### config.mk
export PLATFORM = sky130hd
export DESIGN_NAME = flake_spawner
export DESIGN_NICKNAME = d
export VERILOG_FILES = /design/src/rtl/flake_spawner.sv
export SDC_FILE = /design/constraint.sdc
export NUM_CORES = 1
export LEC_CHECK = 0
export CORE_ASPECT_RATIO = 0.75
export CORE_UTILIZATION = 29
export CTS_CLUSTER_SIZE = 30
export DETAILED_ROUTE_END_ITERATION = 16
export PLACE_DENSITY = 0.42
export SLEW_MARGIN = 10
export SYNTH_ARGS = -nofsm -noshare
export SYNTH_HDL_FRONTEND = slang
export SYNTH_SLANG_ARGS = --single-unit
export TNS_END_PERCENT = 100
### constraint.sdc
create_clock -name clk -period 8.1 [get_ports clk]
set_clock_uncertainty 0.05 [all_clocks]
set_input_delay 0.81 -clock clk [delete_from_list [all_inputs] [get_ports clk]]
set_output_delay 0.81 -clock clk [all_outputs]
set_load 0.1 [all_outputs]
### src/rtl/flake_spawner.sv
// flake_spawner: pool of falling snowflakes fed by the LFSR word; one slot walked per cycle after each frame_tick.
// Ports: clk/rst (async high), enable, frame_tick, rnd, level, hit_valid/hit_idx in; rd_idx -> rd_x/rd_y/rd_active (comb read),
//        active_count, busy, miss_pulse, spawn_drop, overrun out. Walk latency N+2 cycles from tick; ticks during a walk are dropped.
module flake_spawner #(
  parameter int NUM_FLAKES = 8,
  parameter int X_LIMIT    = 624,
  parameter int Y_MAX      = 480,
  parameter int SPAWN_BASE = 32
) (
  input  logic                          clk,
  input  logic                          rst,
  input  logic                          enable,
  input  logic                          frame_tick,
  input  logic [23:0]                   rnd,
  input  logic [3:0]                    level,
  input  logic                          hit_valid,
  input  logic [$clog2(NUM_FLAKES)-1:0] hit_idx,
  input  logic [$clog2(NUM_FLAKES)-1:0] rd_idx,
  output logic [9:0]                    rd_x,
  output logic [8:0]                    rd_y,
  output logic                          rd_active,
  output logic [4:0]                    active_count,
  output logic                          busy,
  output logic                          miss_pulse,
  output logic                          spawn_drop,
  output logic                          overrun
);

  localparam int IW = $clog2(NUM_FLAKES);
  localparam int CW = $clog2(SPAWN_BASE + 1);

  typedef enum logic [1:0] {IDLE, RUN, UPDATE, SPAWN} state_t;

  state_t                  state;
  logic [IW-1:0]           idx_q;
  logic [CW-1:0]           cnt_q;
  logic [9:0]              x_q   [NUM_FLAKES];
  logic [8:0]              y_q   [NUM_FLAKES];
  logic [2:0]              spd_q [NUM_FLAKES];
  logic [NUM_FLAKES-1:0]   act_q;

  // Combinational next-state helpers
  int                      reload_i;
  logic [CW-1:0]           reload;
  logic [CW-1:0]           cnt_eff;
  logic                    spawn_due;
  logic [9:0]              y_next;
  logic                    upd_retire;
  logic                    hit_on_upd;
  logic                    free_found;
  logic [IW-1:0]           free_idx;
  logic                    spawn_load;
  logic [9:0]              rx;
  logic [9:0]              x_new;
  logic [2:0]              spd_new;
  logic [NUM_FLAKES-1:0]   act_n;
  logic [4:0]              pop_n;
  logic                    unused_rnd;

  assign unused_rnd = ^rnd[23:12];

  assign rd_x      = x_q[rd_idx];
  assign rd_y      = y_q[rd_idx];
  assign rd_active = act_q[rd_idx];

  always_comb begin
    reload_i = SPAWN_BASE - 2 * int'(level);
    if (reload_i < 2) reload_i = 2;
  end
  assign reload = CW'(reload_i);

  // A level raise shortens a pending wait immediately rather than after the
  // current (longer) countdown expires.
  assign cnt_eff   = (cnt_q > reload) ? reload : cnt_q;
  assign spawn_due = (state == SPAWN) && (cnt_eff == CW'(1));

  // 10-bit sum so a flake near the bottom cannot wrap back to the top.
  assign y_next     = {1'b0, y_q[idx_q]} + {7'd0, spd_q[idx_q]};
  assign upd_retire = (state == UPDATE) && act_q[idx_q] && (y_next >= 10'(Y_MAX));
  assign hit_on_upd = hit_valid && (state == UPDATE) && (hit_idx == idx_q);

  // Lowest-index free slot: scan downward so the last match wins.
  always_comb begin
    free_found = 1'b0;
    free_idx   = '0;
    for (int i = NUM_FLAKES - 1; i >= 0; i--) begin
      if (!act_q[i]) begin
        free_found = 1'b1;
        free_idx   = IW'(i);
      end
    end
  end

  assign spawn_load = spawn_due && free_found;
  assign rx         = rnd[9:0];
  // Out-of-range x folds back into the screen instead of clamping to the edge.
  assign x_new      = (rx > 10'(X_LIMIT)) ? rx - 10'(X_LIMIT + 1) : rx;
  assign spd_new    = 3'd1 + {1'b0, rnd[11:10]};

  // A hit overrides both a bottom retire and a fresh spawn on the same slot.
  always_comb begin
    act_n = act_q;
    if (upd_retire) act_n[idx_q]    = 1'b0;
    if (spawn_load) act_n[free_idx] = 1'b1;
    if (hit_valid)  act_n[hit_idx]  = 1'b0;
  end

  always_comb begin
    pop_n = '0;
    for (int i = 0; i < NUM_FLAKES; i++) pop_n = pop_n + 5'(act_n[i]);
  end

  always_ff @(posedge clk or posedge rst) begin
    if (rst) begin
      state        <= IDLE;
      idx_q        <= '0;
      cnt_q        <= CW'(SPAWN_BASE);
      act_q        <= '0;
      active_count <= '0;
      busy         <= 1'b0;
      miss_pulse   <= 1'b0;
      spawn_drop   <= 1'b0;
      overrun      <= 1'b0;
      for (int i = 0; i < NUM_FLAKES; i++) begin
        x_q[i]   <= '0;
        y_q[i]   <= '0;
        spd_q[i] <= '0;
      end
    end else begin
      act_q      <= act_n;
      miss_pulse <= upd_retire && !hit_on_upd;
      spawn_drop <= spawn_due && !free_found;

      if (hit_valid || state == SPAWN) active_count <= pop_n;

      if (frame_tick && (state == UPDATE || state == SPAWN)) overrun <= 1'b1;

      if (state == UPDATE && act_q[idx_q] && !upd_retire) y_q[idx_q] <= y_next[8:0];

      if (spawn_load) begin
        x_q[free_idx]   <= x_new;
        y_q[free_idx]   <= '0;
        spd_q[free_idx] <= spd_new;
      end

      if (state == SPAWN) cnt_q <= spawn_due ? reload : cnt_eff - CW'(1);

      case (state)
        IDLE: if (enable) state <= RUN;
        RUN: begin
          if (!enable) begin
            state <= IDLE;
          end else if (frame_tick) begin
            state <= UPDATE;
            idx_q <= '0;
            busy  <= 1'b1;
          end
        end
        UPDATE: begin
          if (idx_q == IW'(NUM_FLAKES - 1)) state <= SPAWN;
          else                              idx_q <= idx_q + IW'(1);
        end
        SPAWN: begin
          busy  <= 1'b0;
          state <= enable ? RUN : IDLE;
        end
        default: state <= IDLE;
      endcase
    end
  end

endmodule

# ---- After elaboration in Yosys (flattened, before gate mapping)
# Cells that the tools add are included.
dict set report op_classes {
  muxes 71
  n_reduce_logical 26
  n_eq_ne 12
  bitwise 10
  n_lt_le_gt_ge 16
  addsub 13
}
# operator count
set op_table {}
lappend op_table {{$mux W72} 2}
lappend op_table {{$bwmux W80} 1}
lappend op_table {{$and A72 B72 Y72} 1}
lappend op_table {{$bwmux W72} 1}
lappend op_table {{$not A72 Y72} 1}
lappend op_table {{$bmux W9 S3} 2}
lappend op_table {{$demux W9 S3} 2}
lappend op_table {{$mux W9} 6}
lappend op_table {{$mux W3} 14}
lappend op_table {{$mux W10} 4}
lappend op_table {{$bmux W10 S3} 1}
lappend op_table {{$demux W10 S3} 1}
lappend op_table {{$bwmux W24} 1}
lappend op_table {{$mux W8} 3}
lappend op_table {{$mux W6} 3}
lappend op_table {{$and A8 B8 Y8} 2}
lappend op_table {{$lt A3 B4 Y1 const B} 4}
lappend op_table {{$mux W1} 16}
lappend op_table {{$not A8 Y8} 2}
lappend op_table {{$add A5 B1 Y5} 3}
lappend op_table {{$logic_and A1 B1 Y1} 15}
lappend op_table {{$ge A4 B4 Y1 const B} 3}
lappend op_table {{$not A3 Y4} 3}
lappend op_table {{$add A9 B3 Y10} 1}
lappend op_table {{38 further kinds} 56}
dict set report totals {
  reg_bits 204
  word_cells 181
}

# ---- Logic depth before layout (Yosys ltp)
dict set report logic_depth {
  word_depth 23
  ltp_mapped 27
}

# ---- Worst setup path before layout
# Ideal clock, no wire load.
dict set report synth_path {
  kind {reg2reg}
  startpoint {register idx_q[2]}
  endpoint {register active_count[1]}
  slack_ns 1.671
  t_arrival_ns 6.253
  stages_incl_launch_ff 26
  t_required_ns 7.924
  path_cell_list {dfrtp_1 > buf_6 > buf_2 > buf_1 > buf_1 > mux2i_1 > a21oi_1 > nand2_1 > o221ai_1 > ha_1 > fa_1 > a21oi_1 > nor4b_4 > and3_4 > o21a_1 > buf_6 > a211o_1 > fa_1 > inv_1 > fa_1 > inv_1 > fa_1 > inv_1 > ha_1 > fa_1 > mux2_2}
}
dict set report synth_between {
  elab_chain_cells 19
}
# element line_no
set synth_lines {}
lappend synth_lines {{start, declared} 35} ;# logic [IW-1:0] idx_q;
lappend synth_lines {{start signal, assigned} 161} ;# else idx_q <= idx_q + IW'(1);
lappend synth_lines {{$not A3 Y4 (implied by the code)} 78} ;# assign y_next = {1'b0, y_q[idx_q]} + {7'd0, spd_q[idx_q]};
lappend synth_lines {{$bmux W9 S3 or $bmux W3 S3 (tied branches)} 78}
lappend synth_lines {{$mux W9 (implied by the code) or $mux W3 (tied branches) (2 in series)} 78}
lappend synth_lines {{$add A9 B3 Y10} 78}
lappend synth_lines {{$ge A10 B9 Y1} 79} ;# assign upd_retire = (state == UPDATE) && act_q[idx_q] && (y_next >= 10'(Y_MAX));
lappend synth_lines {{$logic_and A1 B1 Y1} 79}
lappend synth_lines {{$mux W8 *} 103} ;# if (upd_retire) act_n[idx_q] = 1'b0;
lappend synth_lines {{$or A8 B8 Y8 (no source line)} --}
lappend synth_lines {{[2 not listed]} --}
lappend synth_lines {{$mux W8 *} 105} ;# if (hit_valid) act_n[hit_idx] = 1'b0;
lappend synth_lines {{$add A1 B1 Y2} 110} ;# for (int i = 0; i < NUM_FLAKES; i++) pop_n = pop_n + 5'(act_n[i]);
lappend synth_lines {{$add A2 B1 Y3} 110}
lappend synth_lines {{$add A3 B1 Y4} 110}
lappend synth_lines {{$add A4 B1 Y5} 110}
lappend synth_lines {{$add A5 B1 Y5 (2 in series)} 110}
lappend synth_lines {{$add A5 B1 Y5 *} 110}
lappend synth_lines {{named net pop_n[1]} 57} ;# logic [4:0] pop_n;
lappend synth_lines {{end signal, assigned} 134} ;# if (hit_valid || state == SPAWN) active_count <= pop_n;
lappend synth_lines {{end, declared} 22} ;# output logic [4:0] active_count,
# The timed path passes the listed nets; every way through them passes the cells marked *. The select of a mux whose other input is x is not followed.
# A chain may end at the register's enable or synchronous reset.

# ---- Worst setup path after layout
dict set report layout_path {
  startpoint {register idx_q[1]}
  endpoint {register active_count[1]}
}
# Same word-level chain as after synthesis.

==> reports/summary.log <==
INFO  place          detailedPlacementHpwl=21900um
INFO  finish         nNetsFinal=1181
INFO  finish         final_core_utilization=34.4%
INFO  logic_synthesis yosys_warnings=0
INFO  outcome        outcome=complete, no violations
INFO  timing         finalWorstPathRequiredPeriod=7070ps
INFO  min_path       timing.hold.worst.class=flop to flop
INFO  logic_synthesis dominantRegCellSynth=sky130_fd_sc_hd__dfrtp_1
INFO  finish         n_fill_cell=3934
INFO  logic_synthesis synth-seq-cells=203
INFO  clocking       tritoncts=yes
INFO  routing        detailedRoute.firstIterationViolations=604
INFO  routing        detail-route-antenna-nets=0
INFO  finish         drive_gt1_share=16.5%
INFO  clocking       cts_root_buffer=sky130_fd_sc_hd__clkbuf_16
INFO  die            floorplan.die.height=174um
INFO  logic_synthesis synth.yosys.seq_area_share=44.7%
INFO  power_and_ir_drop power.ir.vdd_worst=157uV
INFO  clocking       htreeDepth=1
INFO  logic_synthesis syn_area_per_cell=10.5um^2
INFO  clocking       clk-insertion-delay-late=530ps
INFO  logic_synthesis edff_count_synth=0
INFO  logic_synthesis largest_family_of_logic_cells_by_synthesized_area=multiplexers
INFO  die            area_enclosed_by_the_die_boundary=40000um^2
INFO  timing         setup_viol_count_final=0
INFO  worst_setup_path required=8460ps
INFO  clocking       clock_sinks=203
INFO  clocking       cts-resized-gates=0
INFO  logic_synthesis synthArstFlopShare=100%
INFO  place          gp_weighted_congestion=0.789
INFO  routing        dr_total_vias=8532
INFO  timing         post-route-worst-setup-slack=1030ps
INFO  timing         final_layout_setup_total_negative_slack=0ps
INFO  die            die_width=231um
INFO  routing        routedWlPerCell=21.1um
INFO  die            core_area=38500um^2
INFO  place          port-buffer-count=54
INFO  worst_setup_path cp_cell_sequence=buf_4, mux2_2, a22oi_1, o21ai_0, ha_1, a21o_1, a21oi_1, nor4b_4, and3_4, o21a_1, nand3_1, o221ai_1, fa_1, inv_1, fa_1, inv_1, fa_1, inv_1, ha_1, fa_1, mux2_2
INFO  timing         timing_worst_slew_pin_value=1050ps
INFO  global_route   wire_length_of_the_first_global_routing_pass=54200um
INFO  clocking       cts_post_setup_buffers_inserted=0
INFO  logic_synthesis post_synth_instance_area=11400um^2
INFO  clocking       cts.hold.buffers_added=0
INFO  die            std_cell_rows=62
INFO  logic_synthesis synth_simple_gate_area_share=14.1%
INFO  global_route   grt_pass1_vias=8500
INFO  power_and_ir_drop power_leakage=5.52nW
INFO  global_route   grt.overflow.total=0
INFO  worst_setup_path timing.critical_path.from_type=flop
INFO  global_route   grt_antenna_before_repair=0
INFO  worst_setup_path crit_type=flop to flop
INFO  finish         area_growth=16.5%
INFO  clocking       clock_pin_slew_on_the_worst_setup_and_hold_paths=70ps
INFO  clocking       cts_max_path_buffers=3
INFO  run            cap_violations=0
INFO  die            io-pin-count=68
INFO  worst_setup_path critPathArrivalTime=7430ps
INFO  logic_synthesis post_synth_xor_area_fraction=1.39%
INFO  routing        number_of_iterations_in_the_first_detailed_routing_pass=5
INFO  routing        routed_via_density=5.18
INFO  place          post-place-cells=1604
INFO  worst_setup_path worst_path_max_delay_cell=sky130_fd_sc_hd__dfrtp_2
INFO  timing         rsz0062_at_grt=no
INFO  routing        drc=0
INFO  finish         post_route_design_area=13300um^2
INFO  timing         achievable-frequency=141MHz
INFO  logic_synthesis post_synth_fa_ha_maj_area_fraction=2.97%
INFO  die            initial_utilization=29.6%
INFO  place          placed_cell_area=12400um^2
INFO  logic_synthesis mappedNetlistNets=1147
INFO  logic_synthesis yosys-mux-area-fraction=17.1%
INFO  power_and_ir_drop p_per_area=279nW/um^2
INFO  logic_synthesis synth.distinct_cells=79
INFO  global_route   grt_max_degree=79
INFO  worst_setup_path cp_slowest_stage_delay=720ps
INFO  worst_setup_path critPathCaptureType=flop
INFO  worst_setup_path cp_max_fo=18
INFO  routing        totalWireLength=34700um
INFO  finish         num_antenna_cells=0
INFO  finish         post_layout_nonfiller_instances=1648
INFO  logic_synthesis syn-instance-count=1084
INFO  timing         hold_viol=0
INFO  timing         worst_slew_margin_rel=29.7%
INFO  clocking       cts_inserted_buffers=24
INFO  worst_setup_path critical-path-top-cell-by-count=sky130_fd_sc_hd__fa_1
INFO  timing         post-route-period-util=87.3%
INFO  logic_synthesis synth_compound_area_share=15.5%
INFO  timing         final_max_slew_viol_count=0
INFO  place          placement.setup.worst_slack=687ps
INFO  global_route   grt_util_all_layers=17.7%
-- flip-flops by register name, indices dropped and copies added, names as in the netlist, 3 cells and up, named ones only --
register,flops
idx_q,3
act_q,8
x_q,80
spd_q,24
active_count,4
y_q,72
cnt_q,6
-- metal layers --
| layer | share of wire (%) | vias up | wire, um | GRT usage (%) |
|---|---|---|---|---|
| met5 | 0 | - | 0 | 0 |
| met2 | 41 | 194 | 14400 | 25.0 |
| li1 | - | 4038 | - | - |
| met1 | 52 | 4262 | 18100 | 27.7 |
| met4 | 1.7 | 0 | 601 | 3.59 |
| met3 | 4.9 | 38 | 1690 | 3.22 |
-- synthesized netlist by cell type, types with 6 or more instances --
master	count	area [um^2]
sky130_fd_sc_hd__dfrtp_1	202	5050
sky130_fd_sc_hd__nand2_1	155	582
sky130_fd_sc_hd__o21ai_0	91	455
sky130_fd_sc_hd__o21ai_1	79	395
sky130_fd_sc_hd__nand3_1	65	325
sky130_fd_sc_hd__mux4_2	54	1220
sky130_fd_sc_hd__clkbuf_1	44	165
sky130_fd_sc_hd__nor2_1	41	154
sky130_fd_sc_hd__mux2_2	39	439
sky130_fd_sc_hd__inv_1	27	101
sky130_fd_sc_hd__a21oi_1	25	125
sky130_fd_sc_hd__mux2i_1	21	210
sky130_fd_sc_hd__ha_1	19	238
sky130_fd_sc_hd__a31oi_1	12	75.1
sky130_fd_sc_hd__and3_1	10	62.6
sky130_fd_sc_hd__buf_1	10	37.5
sky130_fd_sc_hd__buf_6	10	113
sky130_fd_sc_hd__nor3_1	10	50.1
sky130_fd_sc_hd__o211ai_1	10	75.1
sky130_fd_sc_hd__xor2_1	10	87.6
sky130_fd_sc_hd__nor2b_1	9	56.3
sky130_fd_sc_hd__o21a_1	8	60.1
sky130_fd_sc_hd__xnor2_1	8	70.1
sky130_fd_sc_hd__a21o_1	6	45.0
sky130_fd_sc_hd__a21oi_4	6	97.6
-- per-stage QoR --
step	total power, mW	hold WS, ps
finish	3.70	415
global route	3.90	446
CTS	3.73	417
detailed placement	2.50	405
global placement	2.50	397
floorplan	2.15	383
-- cell type report --
class / count / area (um^2) / area share, %
multi-input cells: 783 / 5820 / 43.9
flip-flops and latches: 203 / 5080 / 38.3
repair buffers: 79 / 718 / 5.42
clock buffers: 32 / 692 / 5.22
well taps: 512 / 641 / 4.83
clock inverters: 12 / 193 / 1.45
inverters: 27 / 109 / 0.821
-- path summary, 6_finish.rpt --
check | from | to | slack (ps) | cells after the start
min in group asynchronous | rst | x_q[63] | 690 | 2
setup reg to reg | idx_q[1] | active_count[1] | 1030 | 21
max in group asynchronous | rst | y_q[23] | 5910 | 3
setup / recovery | idx_q[1] | active_count[1] | 1030 | 21
hold / removal | overrun | overrun | 410 | 1
hold reg to reg | overrun | overrun | 410 | 1
-- worst max-delay path, delay by kind of cell (launching register included) --
kind,cells,cell delay [ps]
flip-flops,1,720
buffers and inverters,4,530
multiplexers,2,440
adder cells (fa/ha/maj),6,2240
AND/OR/NAND/NOR,3,970
AO/OA/AOI/OAI,6,1970
-- logic make-up after synthesis --
| group | after synthesis |
|---|---|
| muxes | 121 |
| and+or+nand+nor | 334 |
| xor gates and xnor gates | 18 |
| AOI/OAI and AO/OA | 285 |
| DFF | 203 |
| buffers and inverters | 98 |
| adders and majority gates | 24 |
| other | 1 |
-- cell usage in the layout, fill, tap and decap left out, types with 12 or more instances in the layout --
master and instances:
sky130_fd_sc_hd__o21ai_0 91, sky130_fd_sc_hd__mux4_2 54, sky130_fd_sc_hd__nand3_1 65, sky130_fd_sc_hd__buf_4 25, sky130_fd_sc_hd__a21oi_1 25, sky130_fd_sc_hd__clkbuf_16 25
sky130_fd_sc_hd__nor2_1 41, sky130_fd_sc_hd__clkdlybuf4s50_1 52, sky130_fd_sc_hd__mux2i_1 21, sky130_fd_sc_hd__ha_1 19, sky130_fd_sc_hd__a31oi_1 12, sky130_fd_sc_hd__inv_1 26
sky130_fd_sc_hd__o21ai_1 79, sky130_fd_sc_hd__dfrtp_1 201, sky130_fd_sc_hd__nand2_1 155, sky130_fd_sc_hd__mux2_2 39
-- report_power, final --
| group | internal, mW | switching [mW] | total [mW] |
|---|---|---|---|
| combinational | 0.432 | 0.832 | 1.26 |
| sequential | 1.10 | 0.122 | 1.22 |
| clock | 0.760 | 0.452 | 1.21 |
No activity file was read; power rests on OpenSTA's default activity.
